### src/rtl/cpu_mem_arbiter.sv
// Arbitrates instruction-fetch (I) and load/store (D) requesters onto one memory port, with watchdog abort.
// Define CPU_MEM_ARB_RR_EN for round-robin arbitration; the default is fixed priority with D over I.
module cpu_mem_arbiter #(
    parameter int unsigned TIMEOUT_CYCLES = 255
) (
    input  logic        clk,
    input  logic        rst,
    input  logic        i_valid,
    input  logic [31:0] i_addr,
    output logic        i_ready,
    output logic        i_rvalid,
    output logic [31:0] i_rdata,
    output logic        i_err,
    input  logic        d_valid,
    input  logic [31:0] d_addr,
    input  logic [31:0] d_wdata,
    input  logic [3:0]  d_wstrb,
    output logic        d_ready,
    output logic        d_rvalid,
    output logic [31:0] d_rdata,
    output logic        d_err,
    output logic        mem_valid,
    output logic [31:0] mem_addr,
    output logic [31:0] mem_wdata,
    output logic [3:0]  mem_wstrb,
    input  logic        mem_ready,
    input  logic        mem_rvalid,
    input  logic [31:0] mem_rdata
);

    localparam int unsigned CW = (TIMEOUT_CYCLES > 0) ? $clog2(TIMEOUT_CYCLES + 1) : 1;
    localparam logic [CW-1:0] CNT_LIMIT = CW'(TIMEOUT_CYCLES);

    typedef enum logic [1:0] {IDLE, REQ, RESP} state_t;

    state_t        state, state_nxt;
    logic          owner_d;
    logic [CW-1:0] wd_cnt;
    logic          grant_i, grant_d, hs, done, wd_hit;
`ifdef CPU_MEM_ARB_RR_EN
    logic          last_d;
`endif

    always_comb begin
`ifdef CPU_MEM_ARB_RR_EN
        grant_d = d_valid & (~i_valid | ~last_d);
`else
        grant_d = d_valid;
`endif
        grant_i = i_valid & ~grant_d;
        hs      = (state == IDLE) & (grant_i | grant_d);
        done    = (state == RESP) & mem_rvalid;
        wd_hit  = (TIMEOUT_CYCLES != 0) && (state != IDLE) && (wd_cnt == CNT_LIMIT);
    end

    always_ff @(posedge clk) begin
        if (rst) state <= IDLE;
        else     state <= state_nxt;
    end

    // Completion in RESP takes precedence over a watchdog hit in the same cycle.
    always_comb begin
        state_nxt = state;
        unique case (state)
            IDLE: if (hs) state_nxt = REQ;
            REQ: begin
                if (wd_hit)         state_nxt = IDLE;
                else if (mem_ready) state_nxt = RESP;
            end
            RESP: if (done || wd_hit) state_nxt = IDLE;
            default: state_nxt = IDLE;
        endcase
    end

    always_comb begin
        i_ready   = (state == IDLE) & grant_i;
        d_ready   = (state == IDLE) & grant_d;
        mem_valid = (state == REQ) & ~wd_hit;
    end

    always_ff @(posedge clk) begin
        if (rst) begin
            owner_d   <= 1'b0;
            wd_cnt    <= '0;
            mem_addr  <= '0;
            mem_wdata <= '0;
            mem_wstrb <= '0;
            i_rvalid  <= 1'b0;
            i_err     <= 1'b0;
            i_rdata   <= '0;
            d_rvalid  <= 1'b0;
            d_err     <= 1'b0;
            d_rdata   <= '0;
`ifdef CPU_MEM_ARB_RR_EN
            last_d    <= 1'b1;
`endif
        end else begin
            i_rvalid <= 1'b0;
            i_err    <= 1'b0;
            d_rvalid <= 1'b0;
            d_err    <= 1'b0;
            if (hs) begin
                owner_d   <= grant_d;
                wd_cnt    <= '0;
                mem_addr  <= grant_d ? d_addr : i_addr;
                mem_wdata <= grant_d ? d_wdata : '0;
                mem_wstrb <= grant_d ? d_wstrb : '0;
`ifdef CPU_MEM_ARB_RR_EN
                last_d    <= grant_d;
`endif
            end else if (state != IDLE && wd_cnt != '1) begin
                wd_cnt <= wd_cnt + CW'(1);
            end
            if (done) begin
                if (owner_d) begin
                    d_rvalid <= 1'b1;
                    d_rdata  <= mem_rdata;
                end else begin
                    i_rvalid <= 1'b1;
                    i_rdata  <= mem_rdata;
                end
            end else if (wd_hit) begin
                if (owner_d) begin
                    d_rvalid <= 1'b1;
                    d_err    <= 1'b1;
                    d_rdata  <= '0;
                end else begin
                    i_rvalid <= 1'b1;
                    i_err    <= 1'b1;
                    i_rdata  <= '0;
                end
            end
        end
    end

endmodule

### config.mk
export PLATFORM = sky130hd
export DESIGN_NAME = cpu_mem_arbiter
export DESIGN_NICKNAME = d
export VERILOG_FILES = /design/src/rtl/cpu_mem_arbiter.sv
export SDC_FILE = /design/constraint.sdc
export NUM_CORES = 1
export LEC_CHECK = 0
export CORE_UTILIZATION = 25
export DETAILED_ROUTE_END_ITERATION = 10
export GPL_TIMING_DRIVEN = 0
export PLACE_DENSITY = 0.56
export REMOVE_ABC_BUFFERS = 1
export SYNTH_ARGS = -nofsm -noshare
export SYNTH_HDL_FRONTEND = slang
export SYNTH_SLANG_ARGS = --single-unit
### constraint.sdc
create_clock -name clk -period 2.4 [get_ports clk]
set_clock_uncertainty 0.2 [all_clocks]
set_input_delay 0.48 -clock clk [delete_from_list [all_inputs] [get_ports clk]]
set_output_delay 0.48 -clock clk [all_outputs]
set_load 0.02 [all_outputs]
==> flow_results.org, run 1 <==
** Detailed routing
- The routed layout has 5499 vias.
- Aggregate routed wire length :: 18800 um
- Count of routing violations after the opening detailed-route iteration :: 316
- Before antenna repair, the detailed router went through 4 iterations.
- Post-route DRC violation count :: 0
- Ratio of routed vias to standard cells :: 4.79
- Detail Route Antenna Nets :: 0
- Routed wirelength normalized by instance count :: 16.3 um

** CTS
- Root Buffer :: sky130_fd_sc_hd__clkbuf_16
- Number of sinks handled by clock tree synthesis :: 147
- Clock transition time at the flip-flop clock pins of the worst setup and hold paths :: 0.06 ns
- TritonCTS created 17 clock buffers.
- The clock passes through at most 2 buffers.
- For the worst-skew pair, the clock arrives at the later sink with an insertion delay of 0.41 ns.
- Hold repair after CTS inserted 0 buffers.
- Clock tree from TritonCTS :: yes
- In this run the number of H-tree levels came out at 4.

** Finish
- Fin cells :: 1149
- With fillers left out, the area of the finished cells amounts to 0.00955 mm2.
- The number of antenna diodes in the final layout is 0.
- Fraction of final layout cells with drive strength greater than 1 :: 8.33%
- Relative to the synthesized area, the layout overhead comes to 65.6%.
- In the final design database the tool counted 990 nets.

** Synth
- Library cells used by synthesis :: 37
- Total of warnings raised by yosys :: 0
- Leading cell type by number of instances after synthesis :: sky130_fd_sc_hd__dfxtp_1
- Counting flops with an async set or reset pin after synthesis yields a share of 0%.
- Each instance of the synthesized netlist takes up on average 9.68 um2.
- Count of flip-flops with a built-in enable after synthesis :: 0
- Sequential cells were found to cover 51.0% of the synthesized design area.
- Synthesized cell area :: 0.00577 mm2
- Leading area contributor after synthesis :: sky130_fd_sc_hd__dfxtp_1
- Top cell type's share of synthesized area :: 51.0%
- Synthesis handed over a netlist of 596 instances.
- Synthesis inferred 147 register bits.
- By area the synthesized netlist is led by sky130_fd_sc_hd__dfxtp_1 (51%), sky130_fd_sc_hd__a21oi_1 (8.8%), sky130_fd_sc_hd__a211oi_1 (8.3%).
- Counting instances in the post-synthesis netlist gives the leading cell types as sky130_fd_sc_hd__dfxtp_1 (147), sky130_fd_sc_hd__a21oi_1 (102), sky130_fd_sc_hd__a211oi_1 (64).
- Ys flop type :: sky130_fd_sc_hd__dfxtp_1

** Setup path
- Worst path arrival time :: 1.71 ns
- Along the worst path, the maximum fanout reaches 6.
- Classification of the worst setup path :: flop to output pin
- The worst setup path is launched from a flop.
- Endpoint type of the worst setup path :: output pin
- STA puts the critical path data required time at 1.72 ns.

** Run
- Max capacitance violation total :: 0

** Hold path
- The min-delay analysis places its worst path in the category flop to flop.

** Place
- Port-buffer cells :: 276
- DP Worst Slack :: -0.680 ns
- Including well taps, the total number of placed cells is 1109.
- The congestion estimate from routability-driven global placement came to 0.748.
- Detailed placement finished with a half-perimeter wire length of 12600 um.
- The placed instances occupy a cell area of 0.00886 mm2.

** Timing
- Final hold violation count :: 0
- At the pin with the least slew margin, the transition time is 0.854 ns.
- Setup violations remaining at the end of the flow were counted as 0.
- The worst path meets setup with 0.0109 ns of slack.
- For the final routed database, the setup TNS stands at 0 ns.
- After layout, the worst path uses 99.5% of the clock period.
- The smallest clock period supported by the final layout is computed as 2.39 ns.
- The worst pin sits at a relative slew slack of 42.9%.
- Setup repair after global routing missed its margin :: yes
- Max Fclk :: 419 MHz
- Hold timing on the final database bottoms out at a slack of 0.272 ns.
- The total count of max-transition violations in the final report was 0.

** Floorplan
- Number of I/O pins :: 277
- For this configuration, the core starts out at a cell density of 25.5%.
- Core Region :: 0.0226 mm2
- Die Y :: 154 um
- Overall die area :: 0.0237 mm2
- The die is 154 um wide.
- Cell row count :: 55

** Power and ir drop
- Leakage power figure :: 3.32 nW
- Power spread over the standard cell area amounts to 663 mW/mm2.
- Maximum resistive drop on vdd :: 0.343 mV

** GRT
- The first global-routing pass estimated 28500 um of wire.
- The number of global-route vias before repair came to 5070.
- Global routing finished with a remaining overflow of 0.
- The number of antenna violations at the first check in global routing came to 0.
- Global routing used 15.2% of the available tracks.
- Largest net degree at the start of global routing :: 69

** Run status
- The run finished with clean final reports.
registers in the layout, summed over array words and instances (netlist names):
register   count
owner_d        1
d_rdata       32
i_rdata       32
mem_addr      32
state          2
d_err          1
d_rvalid       1
i_err          1
mem_wdata     32
wd_cnt         8
mem_wstrb      4
i_rvalid       1
through the flow:
stage / power (W) / utilization [%]
3_5_place_dp: 0.00380 / 39.1
4_1_cts: 0.00642 / 41.9
3_3_place_gp: 0.00377 / 38.0
5_1_grt: 0.00664 / 42.2
6_report: 0.00633 / 42.2
2_1_floorplan: 0.00313 / -
layer usage:
layer,track usage (%),vias up,share of wire [%]
li1,-,2751,-
met1,19.4,2540,45
met2,23.7,178,46
met3,4.43,30,5.8
met4,6.38,0,2.7
met5,0,-,0
repair_timing:
item	in CTS	in global routing
gates cloned	0	2
setup endpoints to repair	93	58
setup buffers	2	4
gates resized for setup	16	8
pin swaps	4	3
layout by cell type (no fill, tap or decap), types with 2 or more instances in the layout:
cell type / instances
sky130_fd_sc_hd__clkdlybuf4s50_1: 271
sky130_fd_sc_hd__dfxtp_1: 144
sky130_fd_sc_hd__a21oi_1: 102
sky130_fd_sc_hd__a211oi_1: 64
sky130_fd_sc_hd__nor2_1: 41
sky130_fd_sc_hd__nand2_1: 38
sky130_fd_sc_hd__a22o_1: 36
sky130_fd_sc_hd__a311oi_1: 32
sky130_fd_sc_hd__mux2i_1: 32
sky130_fd_sc_hd__clkbuf_16: 17
sky130_fd_sc_hd__inv_6: 7
sky130_fd_sc_hd__buf_4: 7
sky130_fd_sc_hd__buf_16: 6
sky130_fd_sc_hd__nor2_4: 5
sky130_fd_sc_hd__inv_1: 4
sky130_fd_sc_hd__xor2_1: 4
sky130_fd_sc_hd__and3_1: 3
sky130_fd_sc_hd__o211ai_1: 3
sky130_fd_sc_hd__buf_6: 3
sky130_fd_sc_hd__buf_12: 3
sky130_fd_sc_hd__dfxtp_4: 3
sky130_fd_sc_hd__nor3_4: 2
sky130_fd_sc_hd__nand3_1: 2
sky130_fd_sc_hd__o21ai_0: 2
sky130_fd_sc_hd__nor3b_2: 2
sky130_fd_sc_hd__nor4_1: 2
sky130_fd_sc_hd__inv_8: 2
sky130_fd_sc_hd__clkinv_2: 2
sky130_fd_sc_hd__clkinv_8: 2
sky130_fd_sc_hd__clkinv_4: 2
sky130_fd_sc_hd__dlygate4sd2_1: 2
cell families after synthesis:
| group | count (synthesis) | synth area share [%] |
|---|---|---|
| AO/OA/AOI/OAI | 243 | 28.7 |
| flip-flops | 147 | 51.0 |
| AND/OR/NAND/NOR | 105 | 8.50 |
| buffers and inverters | 63 | 5.29 |
| multiplexers | 32 | 5.55 |
| XOR/XNOR | 5 | 0.759 |
| adder cells (fa/ha/maj) | 1 | 0.217 |
where the power goes:
part / switching (W) / internal [W]
Clock: 0.00119 / 0.00138
Sequential: 0.0000774 / 0.00256
Combinational: 0.000555 / 0.000568
Total: 0.00183 / 0.00450
critical path, stage by stage (launching register included):
cell	delay, ns
sky130_fd_sc_hd__dfxtp_4	0.36
sky130_fd_sc_hd__ha_4	0.15
sky130_fd_sc_hd__nand4_4	0.14
sky130_fd_sc_hd__or2_4	0.32
sky130_fd_sc_hd__and3_4	0.19
sky130_fd_sc_hd__buf_6	0.12
final cells by class:
type / count / area (um2)
Multi-Input combinational cell: 388 / 2600
Inverter: 4 / 15.0
Clock inverter: 15 / 144
Timing Repair Buffer: 293 / 3060
Fill cell: 2201 / 13100
Tap cell: 285 / 357
Clock buffer: 17 / 425
Sequential cell: 147 / 2950
worst paths after layout:
check	end	slack, ns	cells after the start	from
hold / removal	mem_wdata[16]$_SDFFE_PP0P_	0.27	1	mem_wdata[16]$_SDFFE_PP0P_
setup / recovery	mem_valid	0.01	5	wd_cnt[0]$_SDFFE_PP0P_
hold reg to reg	mem_wdata[16]$_SDFFE_PP0P_	0.27	1	mem_wdata[16]$_SDFFE_PP0P_
setup reg to reg	d_rdata[27]$_SDFFE_PP0P_	0.11	6	wd_cnt[0]$_SDFFE_PP0P_
(Power assumes the default switching activity.)
==> run 2: changes to the inputs <==
--- a/config.mk
+++ b/config.mk
@@ -5,10 +5,10 @@
 export SDC_FILE = /design/constraint.sdc
 export NUM_CORES = 1
 export LEC_CHECK = 0
-export CORE_UTILIZATION = 25
+export CORE_UTILIZATION = 30
 export DETAILED_ROUTE_END_ITERATION = 10
 export GPL_TIMING_DRIVEN = 0
-export PLACE_DENSITY = 0.56
+export PLACE_DENSITY = 0.64
 export REMOVE_ABC_BUFFERS = 1
 export SYNTH_ARGS = -nofsm -noshare
 export SYNTH_HDL_FRONTEND = slang
==> flow_results.org, run 2 (same netlist as run 1, synthesis figures left out) <==
** Setup path
- The number of cell instances on the worst register-to-register path was 8 (+2).
- Register-to-Register Setup Slack :: 0.13 ns (+0.02 ns)
- The largest driver fanout on the critical path came to 5 (-1).
- The startpoint identified for the worst register-to-register timing path is wd_cnt[1]$_SDFFE_PP0P_.
- Worst path arrival time :: 1.65 ns (-0.06 ns)
- Endpoint type of the worst setup path :: output pin
- The worst endpoint required time was 1.72 ns (about the same).
- The worst setup path is launched from a flop.
- The setup path with the least slack is of type flop to output pin.
- The endpoint identified for the worst register-to-register timing path is d_rdata[12]$_SDFFE_PP0P_.

** Power and ir drop
- The share of total power consumed by net switching came to 26.5% (-2.4 points).
- The relative contribution of the clock network to total power was 42.6% (+2.0 points).
- The worst IR drop on VDD is 0.435 mV (+27%).
- Internal power summed over all cells :: 0.00481 W (+6.8%)
- Reg power frac :: 40.4% (-1.2 points)
- Leakage power figure :: 3.34 nW (+0.53%)
- Logic gate share of total power :: 17.0% (-0.7 points)
- The power density of the placed cells was 685 mW/mm2 (+3.4%).
- The power dissipated by switching net loads is 0.00173 W (-5.3%).

** Finish
- The final-stage net count came to 991 (+0.10%).
- Most common cell after layout, fill and taps aside :: sky130_fd_sc_hd__clkdlybuf4s50_1
- The number of filler cells placed in the layout is 1715 (-22%).
- Fraction of final layout cells with drive strength greater than 1 :: 8.32% (-0.0096 points)
- The area of combinational cells with multiple inputs came to 0.00262 mm2 (+0.58%).
- The number of diodes added for antenna fixing is 0 (unchanged).
- Storage element area :: 0.00295 mm2 (about the same)
- Area overhead of the layout relative to synthesis :: 65.4%
- The post-route standard cell area excluding fillers came to 0.00954 mm2 (-0.10%).
- The library cells used most frequently in the layout, excluding fill and tap cells, are sky130_fd_sc_hd__clkdlybuf4s50_1 (271), sky130_fd_sc_hd__dfxtp_1 (144), sky130_fd_sc_hd__a21oi_1 (102), sky130_fd_sc_hd__a211oi_1 (64), sky130_fd_sc_hd__nor2_1 (41).
- Fin cells :: 1099 (-4.4%)

** GRT
- The number of antenna violations at the first check in global routing is 0 (unchanged).
- The first-pass GRT wire length was 28400 um (-0.41%).
- The number of global-route vias before repair is 5316 (+4.9%).
- The total routing resource utilization after global routing is 18.2% (+3.0 points).
- The pin count of the biggest net entering global routing came to 55 (-20%).
- Remaining global-route overflow :: 0 (unchanged)

** Timing
- Post-route fraction of the period consumed by the critical path :: 97.2% (-2.4 points)
- Setup-violating endpoint count in the final report :: 0 (unchanged)
- Crit path time final :: 2.33 ns (-0.0566 ns)
- Setup repair after global routing left no endpoint under its margin.
- The total count of max-transition violations in the final report was 0 (unchanged).
- Slew headroom :: 41.8% (-1.1 points)
- The transition time of the tightest slew-check pin was 0.871 ns (+0.0168 ns).
- Final hold violation count :: 0 (unchanged)
- The upper clock frequency limit is 429 MHz (+2.4%).

** Detailed routing
- The detailed-routing iteration count for the pre-antenna-repair pass was 4 (unchanged).
- The post-detailed-routing wire length came to 17800 um (-4.9%).
- Ratio of routed vias to standard cells :: 5.04 (+5.2%)
- Detail Route Antenna Nets :: 0 (unchanged)
- Post-route DRC violation count :: 0 (unchanged)
- Routed wirelength normalized by instance count :: 16.2 um (-0.61%)
- Vias after detailed routing :: 5534 (+0.64%)
- Count of routing violations after the opening detailed-route iteration :: 303 (-4.1%)

** Run
- Max capacitance violation total :: 0 (unchanged)

** Run status
- Outcome :: completed

** Hold path
- Cells on Worst Hold Path :: 1 (unchanged)
- For hold timing, the worst endpoint is mem_wdata[23]$_SDFFE_PP0P_.
- The worst hold path belongs to the class flop to flop.
- Beginning of the worst hold path :: mem_wdata[23]$_SDFFE_PP0P_

** Place
- Cell area reported after detailed placement :: 0.00878 mm2 (-0.93%)
- Estimated wirelength of the detail-placed design :: 12100 um (-3.5%)
- Port-buffer cells :: 276 (unchanged)
- Cells after DPL :: 1057 (-4.7%)
- The weighted congestion reported at the end of routability-driven placement came to 0.761 (+1.7%).

** CTS
- The clock latency reported for the late side of the worst-skew pair came to 0.41 ns (about the same).
- CTS buffer count :: 17 (unchanged)
- The number of buffers between clock root and the deepest sink came to 2 (unchanged).
- The total clock sinks is 147 (unchanged).
- TritonCTS built the clock tree.
- Deepest level of the CTS H-tree :: 4 (unchanged)
- Clock transition time at the flip-flop clock pins of the worst setup and hold paths :: 0.06 ns (about the same)
- The cell sitting at the root of the clock tree is a sky130_fd_sc_hd__clkbuf_16.

** Floorplan
- The overall die area came to 0.0198 mm2 (-16%).
- Number of I/O pins :: 277 (unchanged)
- The starting density of the core is 30.7% (+5.3 points).
- Die W :: 141 um (-8.6%)
- Die Y :: 141 um (-8.6%)
- Core Region :: 0.0188 mm2 (-17%)
- The site row count is 50 (-9.1%).
==> run 2: cell count changes in the layout (fill, tap and decap cells not counted), moves of 2 or more <==
cell | before | now
sky130_fd_sc_hd__buf_4 | 7 | 10
sky130_fd_sc_hd__buf_6 | 3 | 1
sky130_fd_sc_hd__bufinv_16 | 0 | 3
sky130_fd_sc_hd__clkinv_8 | 2 | 0
sky130_fd_sc_hd__clkinvlp_4 | 0 | 2
sky130_fd_sc_hd__inv_6 | 7 | 3
sky130_fd_sc_hd__nor3_4 | 2 | 4
==> run 2: layout make-up <==
| type | count | share of cell area (%) |
|---|---|---|
| repair buffers | 294 | 32.0 |
| well taps | 234 | 3.07 |
| flip-flops and latches | 147 | 30.9 |
| clock inverters | 13 | 1.82 |
| multi-input cells | 388 | 27.4 |
| clock buffers | 19 | 4.64 |
| inverters | 4 | 0.157 |
==> run 2: worst max path at each step <==
stage	start	end	slack, ns	cells past startpoint
5_1_grt	state[0]$_SDFFE_PP0P_	i_ready	0.004	4
3_3_place_gp	d_valid	mem_wdata[12]$_SDFFE_PP0P_	-6.70	5
6_report	wd_cnt[1]$_SDFFE_PP0P_	mem_valid	0.07	5
2_1_floorplan	state[0]$_SDFFE_PP0P_	mem_wdata[0]$_SDFFE_PP0P_	-2.13	4
3_5_place_dp	mem_rvalid	d_rdata[7]$_SDFFE_PP0P_	-0.64	7
4_1_cts	wd_cnt[0]$_SDFFE_PP0P_	mem_valid	-0.04	5
==> run 2: power groups by stage <==
stage	combinational (W)	sequential, W	clock (W)
after floorplan	0.000305	0.00283	0
after global placement	0.00107	0.00271	0
after detailed placement	0.00110	0.00269	0
after CTS	0.00111	0.00264	0.00285
after global routing	0.00120	0.00266	0.00295
final	0.00111	0.00264	0.00278
==> run 2: metrics by stage <==
step	hold slack [ns]	utilization [%]	setup slack (ns)	total power, W	setup TNS (ns)
final	0.273	50.8	0.0675	0.00654	0
after global routing	0.288	50.8	0.00355	0.00681	0
after CTS	0.275	50.4	-0.0374	0.00660	-0.0374
after detailed placement	0.254	46.8	-0.641	0.00380	-48.31
after global placement	0.256	45.5	-6.70	0.00377	-584.17
after floorplan	0.249	-	-2.13	0.00313	-172.12
==> run 2: worst max-delay path: stages (launching register included) <==
cell	delay, ns
sky130_fd_sc_hd__dfxtp_2	0.36
sky130_fd_sc_hd__ha_4	0.15
sky130_fd_sc_hd__nand4_4	0.12
sky130_fd_sc_hd__or2_4	0.30
sky130_fd_sc_hd__and3_4	0.18
sky130_fd_sc_hd__buf_6	0.12
==> run 2: per-layer routing <==
layer,global-route usage [%],wire [um],up-vias
met3,5.91,1380,30
met4,8.58,573,0
met5,0,0,-
met2,28.6,8130,221
met1,22.4,7770,2527
li1,-,-,2756
==> run 2: timing repair <==
action	4_1_cts	5_1_grt
setup endpoints to repair	56	16
gates cloned	2	0
hold buffers	0	0
gates resized for setup	17	7
pin swaps	3	2
buffers inserted	2	6
